### src/rtl/midi_tx.sv
// MIDI note-event transmitter: latches note-on/off events, builds 3-byte
// channel-voice messages (optionally using running status) and shifts them out
// as back-to-back 8N1 UART frames at CLKS_PER_BIT clocks per bit.
module midi_tx #(
    parameter int unsigned CLKS_PER_BIT   = 320,
    parameter int unsigned RUNNING_STATUS = 1
) (
    input  logic       clk_i,
    input  logic       nrst_i,
    input  logic       evValid_i,
    output logic       evReady_o,
    input  logic       evNoteOn_i,
    input  logic [3:0] ch_i,
    input  logic [6:0] note_i,
    input  logic [6:0] vel_i,
    output logic       txData_o,
    output logic       busy_o
);

    localparam int unsigned CNT_W = (CLKS_PER_BIT > 1) ? $clog2(CLKS_PER_BIT) : 1;
    localparam logic [CNT_W-1:0] CNT_MAX = CNT_W'(CLKS_PER_BIT - 1);

    typedef enum logic [1:0] {
        IDLE  = 2'd0,
        START = 2'd1,
        DATA  = 2'd2,
        STOP  = 2'd3
    } state_t;

    state_t           state_q, state_d;
    logic [CNT_W-1:0] cnt_q, cnt_d;
    logic [2:0]       bit_q, bit_d;
    logic [1:0]       byte_q, byte_d;
    logic [7:0]       status_q, status_d;
    logic [7:0]       data1_q, data1_d;
    logic [7:0]       data2_q, data2_d;
    logic [7:0]       last_status_q, last_status_d;
    logic             last_valid_q, last_valid_d;
    logic             tx_q, tx_d;
    logic             ready_q, ready_d;
    logic             busy_q, busy_d;

    logic [7:0]       cur_byte;
    logic [7:0]       new_status;
    logic [2:0]       next_bit;
    logic             bit_end;
    logic             skip_status;

    // Byte currently being serialized and helpers shared by the FSM
    always_comb begin
        cur_byte    = (byte_q == 2'd0) ? status_q : ((byte_q == 2'd1) ? data1_q : data2_q);
        new_status  = {1'b1, 2'b00, evNoteOn_i, ch_i};
        next_bit    = bit_q + 3'd1;
        bit_end     = (cnt_q == CNT_MAX);
        skip_status = (RUNNING_STATUS != 0) && last_valid_q && (new_status == last_status_q);
    end

    // State and datapath registers; reset forces the line idle and forgets running status
    always_ff @(posedge clk_i or negedge nrst_i) begin
        if (!nrst_i) begin
            state_q       <= IDLE;
            cnt_q         <= '0;
            bit_q         <= '0;
            byte_q        <= '0;
            status_q      <= '0;
            data1_q       <= '0;
            data2_q       <= '0;
            last_status_q <= '0;
            last_valid_q  <= 1'b0;
            tx_q          <= 1'b1;
            ready_q       <= 1'b1;
            busy_q        <= 1'b0;
        end else begin
            state_q       <= state_d;
            cnt_q         <= cnt_d;
            bit_q         <= bit_d;
            byte_q        <= byte_d;
            status_q      <= status_d;
            data1_q       <= data1_d;
            data2_q       <= data2_d;
            last_status_q <= last_status_d;
            last_valid_q  <= last_valid_d;
            tx_q          <= tx_d;
            ready_q       <= ready_d;
            busy_q        <= busy_d;
        end
    end

    // Next-state, baud timing, byte/bit sequencing and registered line value
    always_comb begin
        state_d       = state_q;
        cnt_d         = bit_end ? '0 : cnt_q + CNT_W'(1);
        bit_d         = bit_q;
        byte_d        = byte_q;
        status_d      = status_q;
        data1_d       = data1_q;
        data2_d       = data2_q;
        last_status_d = last_status_q;
        last_valid_d  = last_valid_q;
        tx_d          = tx_q;
        ready_d       = ready_q;

        unique case (state_q)
            IDLE: begin
                cnt_d = '0;
                tx_d  = 1'b1;
                if (evValid_i && ready_q) begin
                    status_d      = new_status;
                    data1_d       = {1'b0, note_i};
                    data2_d       = {1'b0, vel_i};
                    byte_d        = skip_status ? 2'd1 : 2'd0;
                    bit_d         = '0;
                    last_status_d = new_status;
                    last_valid_d  = 1'b1;
                    state_d       = START;
                    tx_d          = 1'b0;
                    ready_d       = 1'b0;
                end
            end
            START: begin
                if (bit_end) begin
                    state_d = DATA;
                    bit_d   = '0;
                    tx_d    = cur_byte[0];
                end
            end
            DATA: begin
                if (bit_end) begin
                    if (bit_q == 3'd7) begin
                        state_d = STOP;
                        tx_d    = 1'b1;
                    end else begin
                        bit_d = next_bit;
                        tx_d  = cur_byte[next_bit];
                    end
                end
            end
            STOP: begin
                if (bit_end) begin
                    if (byte_q != 2'd2) begin
                        byte_d  = byte_q + 2'd1;
                        state_d = START;
                        tx_d    = 1'b0;
                    end else begin
                        state_d = IDLE;
                        tx_d    = 1'b1;
                        ready_d = 1'b1;
                    end
                end
            end
            default: begin
                state_d = IDLE;
                tx_d    = 1'b1;
                ready_d = 1'b1;
            end
        endcase

        busy_d = !ready_d;
    end

    assign evReady_o = ready_q;
    assign busy_o    = busy_q;
    assign txData_o  = tx_q;

endmodule

### config.mk
export PLATFORM = sky130hd
export DESIGN_NAME = midi_tx
export DESIGN_NICKNAME = d
export VERILOG_FILES = /design/src/rtl/midi_tx.sv
export SDC_FILE = /design/constraint.sdc
export NUM_CORES = 1
export LEC_CHECK = 0
export BUFFER_PORTS_ARGS = -buffer_cell sky130_fd_sc_hd__buf_2
export CAP_MARGIN = 0
export CORE_MARGIN = 2
export CORE_UTILIZATION = 58
export CTS_CLUSTER_DIAMETER = 40
export CTS_CLUSTER_SIZE = 28
export DETAILED_ROUTE_END_ITERATION = 8
export PLACE_DENSITY = 0.9
export SYNTH_ARGS = -nofsm -noshare
export SYNTH_HDL_FRONTEND = slang
export SYNTH_SLANG_ARGS = --single-unit
### constraint.sdc
create_clock -name clk_i -period 2.98 [get_ports clk_i]
set_input_delay 0.298 -clock clk_i [delete_from_list [all_inputs] [get_ports clk_i]]
set_output_delay 0.298 -clock clk_i [all_outputs]
set_load 0.01 [all_outputs]
==> metrics.md, run 1 <==
| Metric | Value |
|---|---|
| Critical Path Sink Type | `register` |
| Max-cap violations | `0` |
| Most instantiated flip-flop cell in the synthesis netlist | `dfrtp_1` |
| Power density over cell area | `441 mW/mm²` |
| I/O pin cnt | `25` |
| Number of global-route vias before repair | `1522` |
| Clock tree root buffer cell | `clkbuf_8` |
| Synth warnings | `0` |
| Crit Reg-Reg Startpoint | `byte_q[1]` |
| Synthesized-area fraction occupied by ao, oa, aoi and oai cells | `9.74%` |
| Initial standard-cell utilization of the core | `59.5%` |
| Number of buffer cells added on primary ports | `24` |
| Final design area excluding fillers | `0.00243 mm²` |
| Setup slack of the worst register-to-register path | `0.69 ns` |
| Total setup buffers inserted after CTS | `0` |
| Final Instance Count excl. Fillers | `265` |
| Synthesized-area fraction occupied by xor and xnor cells | `4.49%` |
| Placed cell areas | `0.00230 mm²` |
| Final Max Tran Viols | `0` |
| CTS max path bufs | `2` |
| First-pass GRT wire length | `6.96 mm` |
| Horizontal extent of the die | `64.8 µm` |
| Final Util | `67.5%` |
| Antenna violations before repair | `0` |
| Number of levels the H-tree was split into | `2` |
| # rows | `22` |
| Count of cells along the worst register-to-register path | `7` |
| Detailed-route via count | `1513` |
| Number of enable-type register cells in the synthesized netlist | `0` |
| Critical path endpoint | `txData_o` |
| Clock-pin slew of the registers on the worst-case setup and hold paths | `0.08 ns` |
| Via/cell ratio | `5.71` |
| Critical path class | `reg -> reg` |
| Largest family of logic cells by synthesized area | `multiplexers` |
| Cell count after synthesis | `189` |
| Router iterations before antenna repair | `4` |
| Final HPWL from detailed placement | `2.98 mm` |
| Required time at the worst-slack endpoint | `3.21 ns` |
| Mux share of post-synthesis cell area | `16.6%` |
| All-layer global routing usage | `22.0%` |
| Reported leakage power | `1.29 nW` |
| Actual transition at the worst max-transition pin | `0.840 ns` |
| Fin. Hold Viols | `0` |
| Sequential share of the synthesized area | `45.6%` |
| Ant. Diodes | `0` |
| Area of the core | `0.00361 mm²` |
| Element type at the critical path start | `register` |
| Post-route ant nets | `0` |
| Number of unique standard cell types used by synthesis | `52` |
| Maximum clock skew at final layout | `0.0135 ns` |
| Total Die Area | `0.00420 mm²` |
| Clock tree from TritonCTS | `yes` |
| Critical Path Start | `byte_q[1]` |
| Adder and majority cell fraction of the synthesized area | `6.41%` |
| Pin count of the biggest net entering global routing | `40` |
| Post-CTS Hold Fix Bufs | `0` |
| Class of the most critical hold timing path | `in -> async` |
| Number of cells after detailed placement | `257` |
| Worst flop-to-flop path endpoint | `txData_o` |
| Worst rel slew slack | `44.0%` |
| Overflow left after global routing | `0` |
| WL final | `3.98 mm` |
| Maximum vdd drop | `0.000246 V` |
| Final clock period utilization by the worst path | `76.7%` |
| Setup repair after global routing missed its margin | `false` |
| Post-layout power | `1.07 mW` |
| Clock sink total | `39` |
| Number of design-rule violations left by the first detailed-router iteration | `138` |
| Latest clock arrival within the worst-skew pair | `0.30 ns` |
| Height of the die | `64.8 µm` |
| Minimum clock period after layout | `2.29 ns` |
| Final GP Congestion | `0.891` |
| # nets final | `249` |
| Num CTS Buffers | `5` |
| Proportion of register bits with asynchronous set or reset after synthesis | `100%` |
| Post-Syn Area | `0.00215 mm²` |
| Remaining design rule violation count | `0` |
| Result of the run | `finished, final reports clean` |
| Count of instances resized after the clock tree is built | `0` |
| Top fanout value on the critical path | `7` |
| Synthesis-to-finish area growth | `13.4%` |
| Data arrival time of the critical path | `2.52 ns` |
| Number of register bits inferred by synthesis | `39` |
| Fin Setup TNS | `0 ns` |
| Final count of negative-setup-slack endpoints | `0` |
| Max Fclk | `437 MHz` |
| Routed length per instance | `15.0 µm` |
| Share of final-layout standard cells stronger than drive strength 1 | `23.5%` |
| Total nets after synthesis | `222` |
| Simple logic cell fraction of the synthesized area | `13.9%` |
| Syn Area/Cell | `11.4 µm²` |
where the power goes:
part           switching (mW)  total [mW]  internal, mW
Clock                   0.181       0.516         0.335
Sequential                  0       0.529         0.529
Combinational          0.0164      0.0279        0.0115
Total                   0.198        1.07         0.875
metrics by stage:
step	setup slack (ns)	hold WS (ns)
after floorplan	0.911	0.00241
after global placement	0.771	0.443
after detailed placement	0.712	0.450
after CTS	0.683	0.135
after global routing	0.566	0.167
final	0.693	0.104
routing by layer:
metal  track usage [%]  vias to the layer above  routed length [µm]
li1                  -                      730                   -
met1              29.6                      720                1760
met2              34.3                       51                1890
met3              5.03                       12                 238
met4              9.04                        0                  98
met5                 0                        -                   0
registers in the layout, summed over array words and instances, names as in the netlist:
signal and cells:
data2_q 7, txData_o 1, last_status_q 5, last_valid_q 1
state_q 2, cnt_q 9, bit_q 3, byte_q 2
evReady_o 1, busy_o 1, data1_q 7
layout make-up:
| type | count | area [µm²] |
|---|---|---|
| repair buffers | 25 | 128 |
| inverters | 10 | 37.5 |
| well taps | 48 | 60.1 |
| multi-input cells | 135 | 1100 |
| clock buffers | 6 | 72.6 |
| fillers | 296 | 1170 |
| flip-flops and latches | 39 | 978 |
| clock inverters | 2 | 60.1 |
how the worst min path moves through the flow:
stage	end	cells past startpoint
3_3_place_gp	data1_q[3]	1
3_5_place_dp	data1_q[3]	1
5_1_grt	data1_q[3]	1
6_report	data2_q[4]	1
4_1_cts	data1_q[3]	1
2_1_floorplan	bit_q[0]	0
cell families (layout without fill, tap and decap cells):
group	Yosys count	after routing
flops	39	39
fa+ha+maj	11	11
mux	31	31
compound gates	28	28
xor+xnor	11	11
simple gates	54	54
buf+inv	15	43
layout by cell type, fill, tap and decap left out, drive strengths merged, types with 2 or more instances in the layout:
cell type,Yosys,layout
a211o,2,2
a21oi,3,3
a31oi,2,2
and3,2,2
buf,4,25
bufinv,0,2
clkbuf,1,6
dfrtp,37,37
dfstp,2,2
ha,11,11
inv,10,10
mux2,23,23
mux2i,7,7
nand2,12,12
nand2b,4,4
nand3,5,5
nor2,9,9
nor2b,4,4
nor3,8,8
nor3b,2,2
nor4,2,2
o21ai,8,8
xnor2,4,4
xor2,7,7
worst max-delay path, stage by stage (launching register included):
cell     delay, ns
dfrtp_1       0.38
inv_1         0.12
ha_1          0.39
mux2_4        0.33
o211a_1       0.20
o311a_1       0.28
a211o_1       0.28
a41o_1        0.25
synth_stat cells, drive strengths merged, types with 3 or more instances:
master	count	area (µm²)
a21oi	3	15.0
buf	4	30.0
dfrtp	37	926
ha	11	138
inv	10	37.5
mux2	23	263
mux2i	7	70.1
nand2	12	45.0
nand2b	4	27.5
nand3	5	25.0
nor2	9	33.8
nor2b	4	25.0
nor3	8	51.3
o21ai	8	40.0
xnor2	4	35.0
xor2	7	61.3
(Power assumes the default switching activity.)
==> run 2: changes to the inputs <==
CORE_UTILIZATION = 52   (was 58)
PLACE_DENSITY = 0.86   (was 0.9)
clock period = 2 ns   (was 2.98 ns; I/O delays follow)
==> run 2 against run 1 <==
The flow now finishes with violations (hold timing); final area rose by 3.8%; wire length rose by 7.0%; register-to-register slack got worse by 0.68 ns; sequential power rose by 49%; critical path depth did not move.
==> metrics.md, run 2 (synthesis results as in run 1) <==
| Metric | Value |
|---|---|
| Result of the run | `complete, but fails checks` |
| Violations in the final reports | `hold timing` |
| I/O pin cnt | `25` |
| Minimum clock period after layout | `1.98 ns` |
| Fin Setup TNS | `0 ns` |
| Total Die Area | `0.00466 mm²` |
| Share of final-layout standard cells stronger than drive strength 1 | `29.1%` |
| Combinational group share of total power | `2.7%` |
| Post-layout power | `1.50 mW` |
| Latest clock arrival within the worst-skew pair | `0.30 ns` |
| First-pass GRT wire length | `7.18 mm` |
| Required time at the worst-slack endpoint | `2.24 ns` |
| Final HPWL from detailed placement | `2.98 mm` |
| Commonest cells after routing, fill and taps aside | `dfrtp_1, buf_2, mux2_1` |
| Worst hold-check slack | `-0.000143 ns` |
| Ant. Diodes | `0` |
| Worst rel slew slack | `44.3%` |
| Setup repair after global routing missed its margin | `true` |
| Final count of negative-setup-slack endpoints | `0` |
| Pin count of the biggest net entering global routing | `40` |
| Sequential share of power | `52.4%` |
| Flip-flop count of the largest register after layout | `9` |
| Final clock period utilization by the worst path | `99.1%` |
| Router iterations before antenna repair | `4` |
| # rows | `23` |
| Max-cap violations | `0` |
| Actual transition at the worst max-transition pin | `0.835 ns` |
| Post-CTS Hold Fix Bufs | `0` |
| Data arrival time of the critical path | `2.22 ns` |
| Largest registers | `cnt_q x9, data1_q x7, data2_q x7` |
| Final setup slack of the worst path | `0.0181 ns` |
| Critical Path Sink Type | `register` |
| All-layer global routing usage | `21.1%` |
| Filler cell count | `291` |
| # nets final | `259` |
| Power density over cell area | `596 mW/mm²` |
| Clock-pin slew of the registers on the worst-case setup and hold paths | `0.08 ns` |
| Maximum clock skew at final layout | `0.00829 ns` |
| Final Util | `63.1%` |
| Net switching component of the power | `321 µW` |
| Final Instance Count excl. Fillers | `277` |
| Most common library cell in the layout ignoring fill and taps | `dfrtp_1` |
| Placed cell areas | `0.00239 mm²` |
| Max Fclk | `505 MHz` |
| Final Max Tran Viols | `0` |
| Clock tree root buffer cell | `clkbuf_8` |
| Internal power component | `1.18 mW` |
| Clock tree from TritonCTS | `yes` |
| Num CTS Buffers | `5` |
| CTS max path bufs | `2` |
| Clock network fraction of total power | `44.9%` |
| WL final | `4.26 mm` |
| Synthesis-to-finish area growth | `17.7%` |
| Fin. Hold Viols | `2` |
| Number of cells after detailed placement | `267` |
| Area of the core | `0.00400 mm²` |
| Antenna violations before repair | `0` |
| Element type at the critical path start | `register` |
| Class of the most critical hold timing path | `in -> async` |
| Remaining design rule violation count | `0` |
| Initial standard-cell utilization of the core | `53.6%` |
| Number of buffer cells added on primary ports | `24` |
| Top fanout value on the critical path | `5` |
| Height of the die | `68.2 µm` |
| Register ranked first by flip-flop count | `cnt_q` |
| Clock sink total | `39` |
| Number of levels the H-tree was split into | `2` |
| Final design area excluding fillers | `0.00252 mm²` |
| Horizontal extent of the die | `68.2 µm` |
| Reported leakage power | `1.33 nW` |
| Number of global-route vias before repair | `1601` |
| Critical path class | `reg -> reg` |
| Overflow left after global routing | `0` |
| Post-route ant nets | `0` |
| Routed length per instance | `15.4 µm` |
| Maximum vdd drop | `0.000543 V` |
| Final GP Congestion | `0.894` |
| Net Sw Frac | `21.3%` |
| Detailed-route via count | `1561` |
| Number of design-rule violations left by the first detailed-router iteration | `87` |
| Via/cell ratio | `5.64` |
| Post-place setup slack | `0.0534 ns` |
## run 2: power by group through the flow
stage               sequential (mW)  combinational, mW  clock (mW)
CTS                           0.788             0.0423       0.690
global placement              0.804             0.0415           0
detailed placement            0.804             0.0423           0
floorplan                     0.804            0.00441           0
global route                  0.788             0.0475       0.722
finish                        0.788             0.0411       0.675
## run 2: final timing paths
check / start / end / slack (ns) / cells past startpoint
max in group asynchronous: nrst_i / cnt_q[2] / 1.47 / 1
min in group clk_i: vel_i[5] / data2_q[5] / 0.11 / 2
setup reg to reg: byte_q[1] / txData_o / 0.02 / 7
hold reg to reg: cnt_q[0] / cnt_q[0] / 0.49 / 1
setup / recovery: byte_q[1] / txData_o / 0.02 / 7
hold / removal: nrst_i / data1_q[4] / -0.0001 / 1
## run 2: timing repair
action,4_1_cts,5_1_grt
setup buffers,0,2
endpoints found under the setup margin,0,1
gates resized for setup,0,2
## run 2: layer usage
layer | vias to the layer above | wire length [µm] | track usage (%)
li1 | 749 | - | -
met1 | 758 | 1930 | 26.3
met2 | 41 | 2060 | 34.1
met3 | 13 | 162 | 5.92
met4 | 0 | 108 | 9.25
met5 | - | 0 | 0
## run 2: final cells by class
type                       instances  area [µm²]  share of cell area [%]
clock buffer                       5        68.8                    2.73
clock inverter                     3        47.5                    1.88
inverter                          10        37.5                    1.49
multi-input combinational        135        1110                    44.2
sequential                        39         978                    38.8
tap                               50        62.6                    2.48
timing repair buffer              35         215                    8.52
## run 2: critical path, cell delays in order, from the launching register on
cell	delay [ns]
dfrtp_1	0.40
inv_2	0.12
ha_4	0.17
mux2_4	0.30
o211a_1	0.21
o311a_1	0.29
a211o_1	0.27
a41o_1	0.17
